==> src/rtl/int_entry_seq.sv <==
// -----------------------------------------------------------------------------
// int_entry_seq
//
// Interrupt-entry sequencer for the multi-cycle ARM-subset CPU. It synchronises
// the IRQ/FIQ request lines and masks them with the CPSR I/F bits. At an
// instruction boundary it takes over the datapath for four cycles:
//   SAVE : CPSR -> banked SPSR
//   LINK : current (already incremented) PC -> LR (r14)
//   VEC  : vector -> PC, new mode and mask bits -> CPSR
//   ACK  : one-cycle acknowledge to the winning source
// The return half of the protocol (MOVS PC,LR) lives in the main control FSM.
// The strobes below are OR-ed into the datapath controls while hold_fetch is 1.
//
// Ports
//   clk, rst       : clock (rising edge), asynchronous active-high reset
//   irq, fiq       : level requests, asynchronous to clk
//   cpsr_i, cpsr_f : CPSR mask bits (1 = masked)
//   inst_boundary  : one-cycle pulse in the last state of every instruction
//   hold_fetch     : keeps the main FSM out of fetch during the sequence
//   int_pending    : a synchronised, unmasked request exists
//   write_spsr, spsr_bank              : SPSR write strobe and bank (1 = FIQ)
//   write_reg, reg_addr, w_rdata_s     : register-file write of LR
//   write_pc, pc_s, vector             : PC load from the vector bus
//   write_cpsr, w_cpsr_s, new_mode,
//   set_i, set_f                       : CPSR mode/mask update
//   irq_ack, fiq_ack                   : one-cycle acknowledges
// -----------------------------------------------------------------------------
module int_entry_seq #(
    parameter logic [31:0] IRQ_VECTOR  = 32'h0000_0018,
    parameter logic [31:0] FIQ_VECTOR  = 32'h0000_001C,
    parameter logic [4:0]  IRQ_MODE    = 5'b10010,
    parameter logic [4:0]  FIQ_MODE    = 5'b10001,
    parameter int          SYNC_STAGES = 2              // must be >= 2
) (
    input  logic        clk,
    input  logic        rst,
    input  logic        irq,
    input  logic        fiq,
    input  logic        cpsr_i,
    input  logic        cpsr_f,
    input  logic        inst_boundary,
    output logic        hold_fetch,
    output logic        int_pending,
    output logic        write_spsr,
    output logic        spsr_bank,
    output logic        write_reg,
    output logic [3:0]  reg_addr,
    output logic [1:0]  w_rdata_s,
    output logic        write_pc,
    output logic [2:0]  pc_s,
    output logic [31:0] vector,
    output logic        write_cpsr,
    output logic [2:0]  w_cpsr_s,
    output logic [4:0]  new_mode,
    output logic        set_i,
    output logic        set_f,
    output logic        irq_ack,
    output logic        fiq_ack
);

    localparam logic [3:0] LR_ADDR      = 4'd14;
    localparam logic [1:0] WDATA_PC     = 2'b10;
    localparam logic [2:0] PC_SRC_VEC   = 3'b010;
    localparam logic [2:0] CPSR_SRC_MOD = 3'b010;

    typedef enum logic [2:0] {
        ST_IDLE = 3'd0,
        ST_SAVE = 3'd1,
        ST_LINK = 3'd2,
        ST_VEC  = 3'd3,
        ST_ACK  = 3'd4
    } state_t;

    state_t                 r_state;
    logic                   r_sel;          // latched source: 1 = FIQ
    logic [SYNC_STAGES-1:0] r_irq_sync;
    logic [SYNC_STAGES-1:0] r_fiq_sync;

    logic w_irq_s;
    logic w_fiq_s;
    logic w_fiq_valid;
    logic w_irq_valid;
    logic w_pending;
    logic w_accept;

    // Request synchronisers: shift the raw level in at the LSB, use the MSB.
    always_ff @(posedge clk or posedge rst) begin
        if (rst) begin
            r_irq_sync <= '0;
            r_fiq_sync <= '0;
        end else begin
            r_irq_sync <= {r_irq_sync[SYNC_STAGES-2:0], irq};
            r_fiq_sync <= {r_fiq_sync[SYNC_STAGES-2:0], fiq};
        end
    end

    assign w_irq_s     = r_irq_sync[SYNC_STAGES-1];
    assign w_fiq_s     = r_fiq_sync[SYNC_STAGES-1];
    assign w_fiq_valid = w_fiq_s & ~cpsr_f;
    assign w_irq_valid = w_irq_s & ~cpsr_i;
    assign w_pending   = w_fiq_valid | w_irq_valid;
    assign int_pending = w_pending;

    // The main FSM never pulses inst_boundary while hold_fetch is high, and
    // outside IDLE the pulse is ignored anyway.
    assign w_accept    = inst_boundary & w_pending;

    // Sequencer. Outputs are registered: each branch loads the strobes that
    // belong to the state being entered, so they line up with that state.
    always_ff @(posedge clk or posedge rst) begin
        if (rst) begin
            r_state    <= ST_IDLE;
            r_sel      <= 1'b0;
            vector     <= 32'h0000_0000;
            hold_fetch <= 1'b0;
            write_spsr <= 1'b0;
            spsr_bank  <= 1'b0;
            write_reg  <= 1'b0;
            reg_addr   <= 4'd0;
            w_rdata_s  <= 2'b00;
            write_pc   <= 1'b0;
            pc_s       <= 3'b000;
            write_cpsr <= 1'b0;
            w_cpsr_s   <= 3'b000;
            new_mode   <= 5'b00000;
            set_i      <= 1'b0;
            set_f      <= 1'b0;
            irq_ack    <= 1'b0;
            fiq_ack    <= 1'b0;
        end else begin
            // Every strobe is one cycle wide unless the next state sets it.
            hold_fetch <= 1'b0;
            write_spsr <= 1'b0;
            spsr_bank  <= 1'b0;
            write_reg  <= 1'b0;
            reg_addr   <= 4'd0;
            w_rdata_s  <= 2'b00;
            write_pc   <= 1'b0;
            pc_s       <= 3'b000;
            write_cpsr <= 1'b0;
            w_cpsr_s   <= 3'b000;
            new_mode   <= 5'b00000;
            set_i      <= 1'b0;
            set_f      <= 1'b0;
            irq_ack    <= 1'b0;
            fiq_ack    <= 1'b0;

            case (r_state)
                ST_IDLE: begin
                    if (w_accept) begin
                        // FIQ wins when both sources are valid. sel and the
                        // vector stay frozen until the next accept.
                        r_state    <= ST_SAVE;
                        r_sel      <= w_fiq_valid;
                        vector     <= w_fiq_valid ? FIQ_VECTOR : IRQ_VECTOR;
                        hold_fetch <= 1'b1;
                        write_spsr <= 1'b1;
                        spsr_bank  <= w_fiq_valid;
                    end else begin
                        r_state <= ST_IDLE;
                    end
                end
                ST_SAVE: begin
                    // LR gets the already-incremented PC so MOVS PC,LR
                    // resumes at the next instruction.
                    r_state    <= ST_LINK;
                    hold_fetch <= 1'b1;
                    write_reg  <= 1'b1;
                    reg_addr   <= LR_ADDR;
                    w_rdata_s  <= WDATA_PC;
                end
                ST_LINK: begin
                    r_state    <= ST_VEC;
                    hold_fetch <= 1'b1;
                    write_pc   <= 1'b1;
                    pc_s       <= PC_SRC_VEC;
                    write_cpsr <= 1'b1;
                    w_cpsr_s   <= CPSR_SRC_MOD;
                    new_mode   <= r_sel ? FIQ_MODE : IRQ_MODE;
                    set_i      <= 1'b1;
                    set_f      <= r_sel;
                end
                ST_VEC: begin
                    r_state    <= ST_ACK;
                    hold_fetch <= 1'b1;
                    irq_ack    <= ~r_sel;
                    fiq_ack    <= r_sel;
                end
                ST_ACK: begin
                    r_state <= ST_IDLE;
                end
                default: begin
                    r_state <= ST_IDLE;
                end
            endcase
        end
    end

endmodule

==> config.mk <==
export PLATFORM = sky130hd
export DESIGN_NAME = int_entry_seq
export DESIGN_NICKNAME = d
export VERILOG_FILES = /design/src/rtl/int_entry_seq.sv
export SDC_FILE = /design/constraint.sdc
export NUM_CORES = 1
export LEC_CHECK = 0
export ABC_AREA = 0
export CELL_PAD_IN_SITES_DETAIL_PLACEMENT = 1
export CELL_PAD_IN_SITES_GLOBAL_PLACEMENT = 1
export CORE_MARGIN = 4
export CORE_UTILIZATION = 22
export DETAILED_ROUTE_END_ITERATION = 8
export PLACE_DENSITY = 0.73
export SKIP_CTS_REPAIR_TIMING = 1
export SYNTH_ARGS = -nofsm -noshare
export SYNTH_HDL_FRONTEND = slang
export SYNTH_SLANG_ARGS = --single-unit
==> constraint.sdc <==
create_clock -name clk -period 1.1 [get_ports clk]
set_clock_uncertainty 0.05 [all_clocks]
set_input_delay 0.22 -clock clk [delete_from_list [all_inputs] [get_ports clk]]
set_output_delay 0.22 -clock clk [all_outputs]
set_load 0.01 [all_outputs]
Yosys cells after proc, flatten, opt, wreduce, memory -nomap -nowiden. Cells that the tools add are included. Widths: inputs -> output; s select.

Register bits: 62. Input port bits: 7. Output and inout port bits: 60. Logic and storage cells: 48.

Equality and inequality tests: 3. Mux-type cells: 18. Bitwise gates (word level): 7. Reduce and logical (&&, ||, !) cells: 3.

Operator list (count): $pmux 3 s4 (1); $mux 1 (10); $eq 3x2->1 const B (2); $mux 2 (3); $mux 5 (1); $mux 4 (1); $and 1x1->1 (3); $eq 3x1->1 const B (1); $logic_not 3->1 (1); $mux 3 (1); $not 1->1 (3); $reduce_or 3->1 (1); $pmux 1 s2 (1); $reduce_and 2->1 (1); $or 1x1->1 (1).

Depth between registers and ports, before layout.
Depth in word-level cells: 6. Depth in mapped cells: 3. Gate-level depth less buffers: 3.

Worst setup path before layout. No wires, ideal clock.

Kind: reg-to-reg. Start point: register r_state[2]. End point: register vector[2]. Setup time: 0.118 ns. Arrival: 0.995 ns. Data required time: 0.932 ns. Path slack: -0.063 ns. Cell stages (with the launch flop): 4. Buffers on the path: 0. Period minus slack after synthesis: 1.163 ns. Path through: dfrtp_1 -> nor4b_2 -> o21ai_1 -> a21o_1.

Word-level cells in the longest chain between the ends: 2.

Ends and longest elaborated chain: from (decl) (line 74) `state_t r_state;`; from (signal assigned) (line 112) `r_state <= ST_IDLE;`; from (signal assigned) (line 153) `r_state <= ST_SAVE;`; from (signal assigned) (line 160) `r_state <= ST_IDLE;`; $logic_not 3->1 (line 148) `case (r_state)`; $reduce_and 2->1 (no line); to (signal assigned) (line 155) `vector <= w_fiq_valid ? FIQ_VECTOR : IRQ_VECTOR;`; to (decl) (line 51) `output logic [31:0] vector,`.

Every way passes these cells. A chain may end at the register's enable or synchronous reset.

Worst setup path in the final report.
Start point: register r_fiq_sync[1]. End point: output int_pending.

Word-level cells in the longest chain between the ends: 2.

Ends and longest elaborated chain: from (decl) (line 77) `logic [SYNC_STAGES-1:0] r_fiq_sync;`; from (signal assigned) (line 93) `r_fiq_sync <= {r_fiq_sync[SYNC_STAGES-2:0], fiq};`; $and 1x1->1 (line 99) `assign w_fiq_valid = w_fiq_s & ~cpsr_f;`; $or 1x1->1 (line 101) `assign w_pending = w_fiq_valid | w_irq_valid;`; to (decl) (line 43) `output logic int_pending,`.

Every way passes these cells.

==> impl_metrics.tcl <==
set metrics [dict create \
    drt-vias-per-instance 3.24 \
    leakagePower_uw 0.000727 \
    grt_pass1_wl_um 2420 \
    cp_num_buf_inv 1 \
    design_area_um2 1220 \
    cp-end-kind "primary output" \
    numPortBuffers 29 \
    timing.final.ws_setup_ns -0.279 \
    min_path_type "in2async" \
    reg2reg_depth 3 \
    yosys_register_bits 18 \
    synthFlopType "dfrtp_1" \
    fillers 480 \
    cts_buffers 3 \
    synth_area_leader_cell "dfrtp_1" \
    hold_viol_final 0 \
    synth_top_area_share_pct 46.6 \
    layout_min_cycle_time_ns 1.38 \
    status "finished, violations left" \
    ff2ff_setup_slack_ns -0.14 \
    failed_checks "negative setup slack" \
    met2_length_um 975 \
    criticalPathCategory "reg2out" \
    rsz0062_at_grt "true" \
    dieArea_um2 5520 \
    drv_cap 0 \
    syn_area_um2 967 \
    post-route-period-util_pct 125 \
    syn_inst 91 \
    cp_slowest_cell "dfrtp_1" \
    area_delta_synth_final_pct 26.1 \
    synth_edf_count 0 \
    finalSetupTns_ns -1.12 \
    pre_cts_ws_ns -0.665 \
    yosysMostFrequentCell "buf_4" \
    setup_violations 14 \
    htreeDepth 1 \
    grt_start_max_net_pins 19 \
    n_antenna_cell 0 \
    fp-row-count 23 \
    synthTopCellsByArea "dfrtp_1 (47%), buf_4 (38%), and2_1 (1.9%)" \
    clk-insertion-delay-late_ns 0.25 \
    power_density_nw_per_um2 2120 \
    vias 547 \
    dr_wl_met3_um 253 \
    ys_async_sr_fraction_pct 100 \
    gp_congestion 0.784 \
    numClockSinks 18 \
    reg2reg_to "vector[2]" \
    drive_gt1_share_pct 37.8 \
    yosysSeqAreaShare_pct 46.6 \
    path_clk_slew_ns 0.06 \
    dr.pass1.iters 2 \
    wl_met1_um 557 \
    die_y_um 74.3 \
    critPathArrivalTime_ns 1.11 \
    cp_top_family "simple AND/OR/NAND/NOR gates" \
    cp_max_fo 2 \
    worstPathCellList "nor2b_2 > or2_4 > buf_6" \
    r2r-start "r_state[2]" \
    nNetsFinal 127 \
    track_usage_pct 5.86 \
    initial_core_util_pct 23.5 \
    ioPinCount 67 \
    placed_cell_area_um2 1140 \
    dpl.hpwl_um 1440 \
    synth_cell_types 20 \
    finalNonFillerCells 169 \
    ir_worst_vdd_mv 0.514 \
    route.detailed.drc 0 \
    final-seq-area_um2 455 \
    drt-total-wl_um 1820 \
    cts_tree "built" \
    grt_pass1_vias 502 \
    clk_path_buf_depth 2 \
    cts_root_buf "clkbuf_8" \
    cp-start-kind "flip-flop" \
    overflow 0 \
    yosysWarningCount 0 \
    crit_required_ns 0.83 \
    placed_cells 163 \
    die_width_um 74.3 \
    slew_viol_final 0 \
    drtIter0Drc 9 \
    max_stage_delay_ns 0.35 \
    avgSynthCellArea_um2 10.6 \
    wl_per_cell_um 10.8 \
    core_area_um2 4120 \
    multiInputGateArea_um2 305 \
    antenna_found_initial 0 \
    top_layer "met4" \
    max_freq_mhz 725 \
    ys_top_cells_by_count "buf_4 (49), dfrtp_1 (18), and2_1 (3), nor2b_1 (3)" \
    antenna_left 0 \
]
how the worst max path moves through the flow:
| stage | from | endpoint | slack [ns] | cells past startpoint |
|---|---|---|---|---|
| after floorplan | r_state[0] | vector[2] | -0.04 | 3 |
| after global placement | cpsr_f | int_pending | -0.65 | 4 |
| after detailed placement | cpsr_f | int_pending | -0.67 | 4 |
| after CTS | r_fiq_sync[1] | int_pending | -0.69 | 3 |
| after global routing | r_fiq_sync[1] | int_pending | -0.32 | 3 |
| final | r_fiq_sync[1] | int_pending | -0.28 | 3 |
layout make-up:
cell class,instances,area share [%]
Inverter,3,0.923
Tap cell,50,5.13
Timing Repair Buffer,37,27.1
Clock buffer,4,4.51
Multi-Input combinational cell,57,25.0
Sequential cell,18,37.3
worst reg2reg max path: stages, from the launching register on:
cell and delay, ns:
dfrtp_2 0.45, nor4b_4 0.34, o21ai_2 0.12, a21o_1 0.17
per-layer routing:
metal,GRT usage [%],vias up
li1,-,248
met1,5.69,256
met2,10.7,39
met3,1.89,4
met4,3.56,0
met5,0,-
cell families (layout without fill, tap and decap cells):
family	count (synthesis)	after routing	share of synthesized area, %
flip-flops	18	18	46.6
other	1	37	0.388
AO/OA/AOI/OAI	4	4	2.33
buffers and inverters	52	44	39.2
AND/OR/NAND/NOR	16	16	11.5
flip-flops by register name, summed over array words and instances (netlist names):
name	cells
write_spsr	1
new_mode	1
fiq_ack	1
set_f	1
irq_ack	1
r_irq_sync	2
hold_fetch	1
spsr_bank	1
reg_addr	1
vector	2
w_cpsr_s	1
r_state	3
r_fiq_sync	2
metrics by stage:
stage	power [µW]	hold slack, ns	utilization (%)
finish	2590	0.231	29.6
global route	2770	0.265	29.6
CTS	2600	0.235	29.2
detailed placement	2070	0.295	27.8
global placement	2050	0.282	27.8
floorplan	1700	0.109	-
report_power, final:
part,internal (µW),total (µW),switching [µW]
Combinational,568,1060,487
Sequential,847,1010,167
Clock,317,520,203
layout by cell type, fill, tap and decap left out, types with 2 or more instances in the layout:
cell and n:
and2_4 2, buf_2 4, buf_4 7, buf_6 6
clkbuf_2 7, clkbuf_8 4, clkdlybuf4s50_1 6, conb_1 37
dfrtp_1 14, dfrtp_2 4, dlymetal6s2s_1 6, inv_2 2
nor2b_1 2
Power figures use the tool's default switching activity.
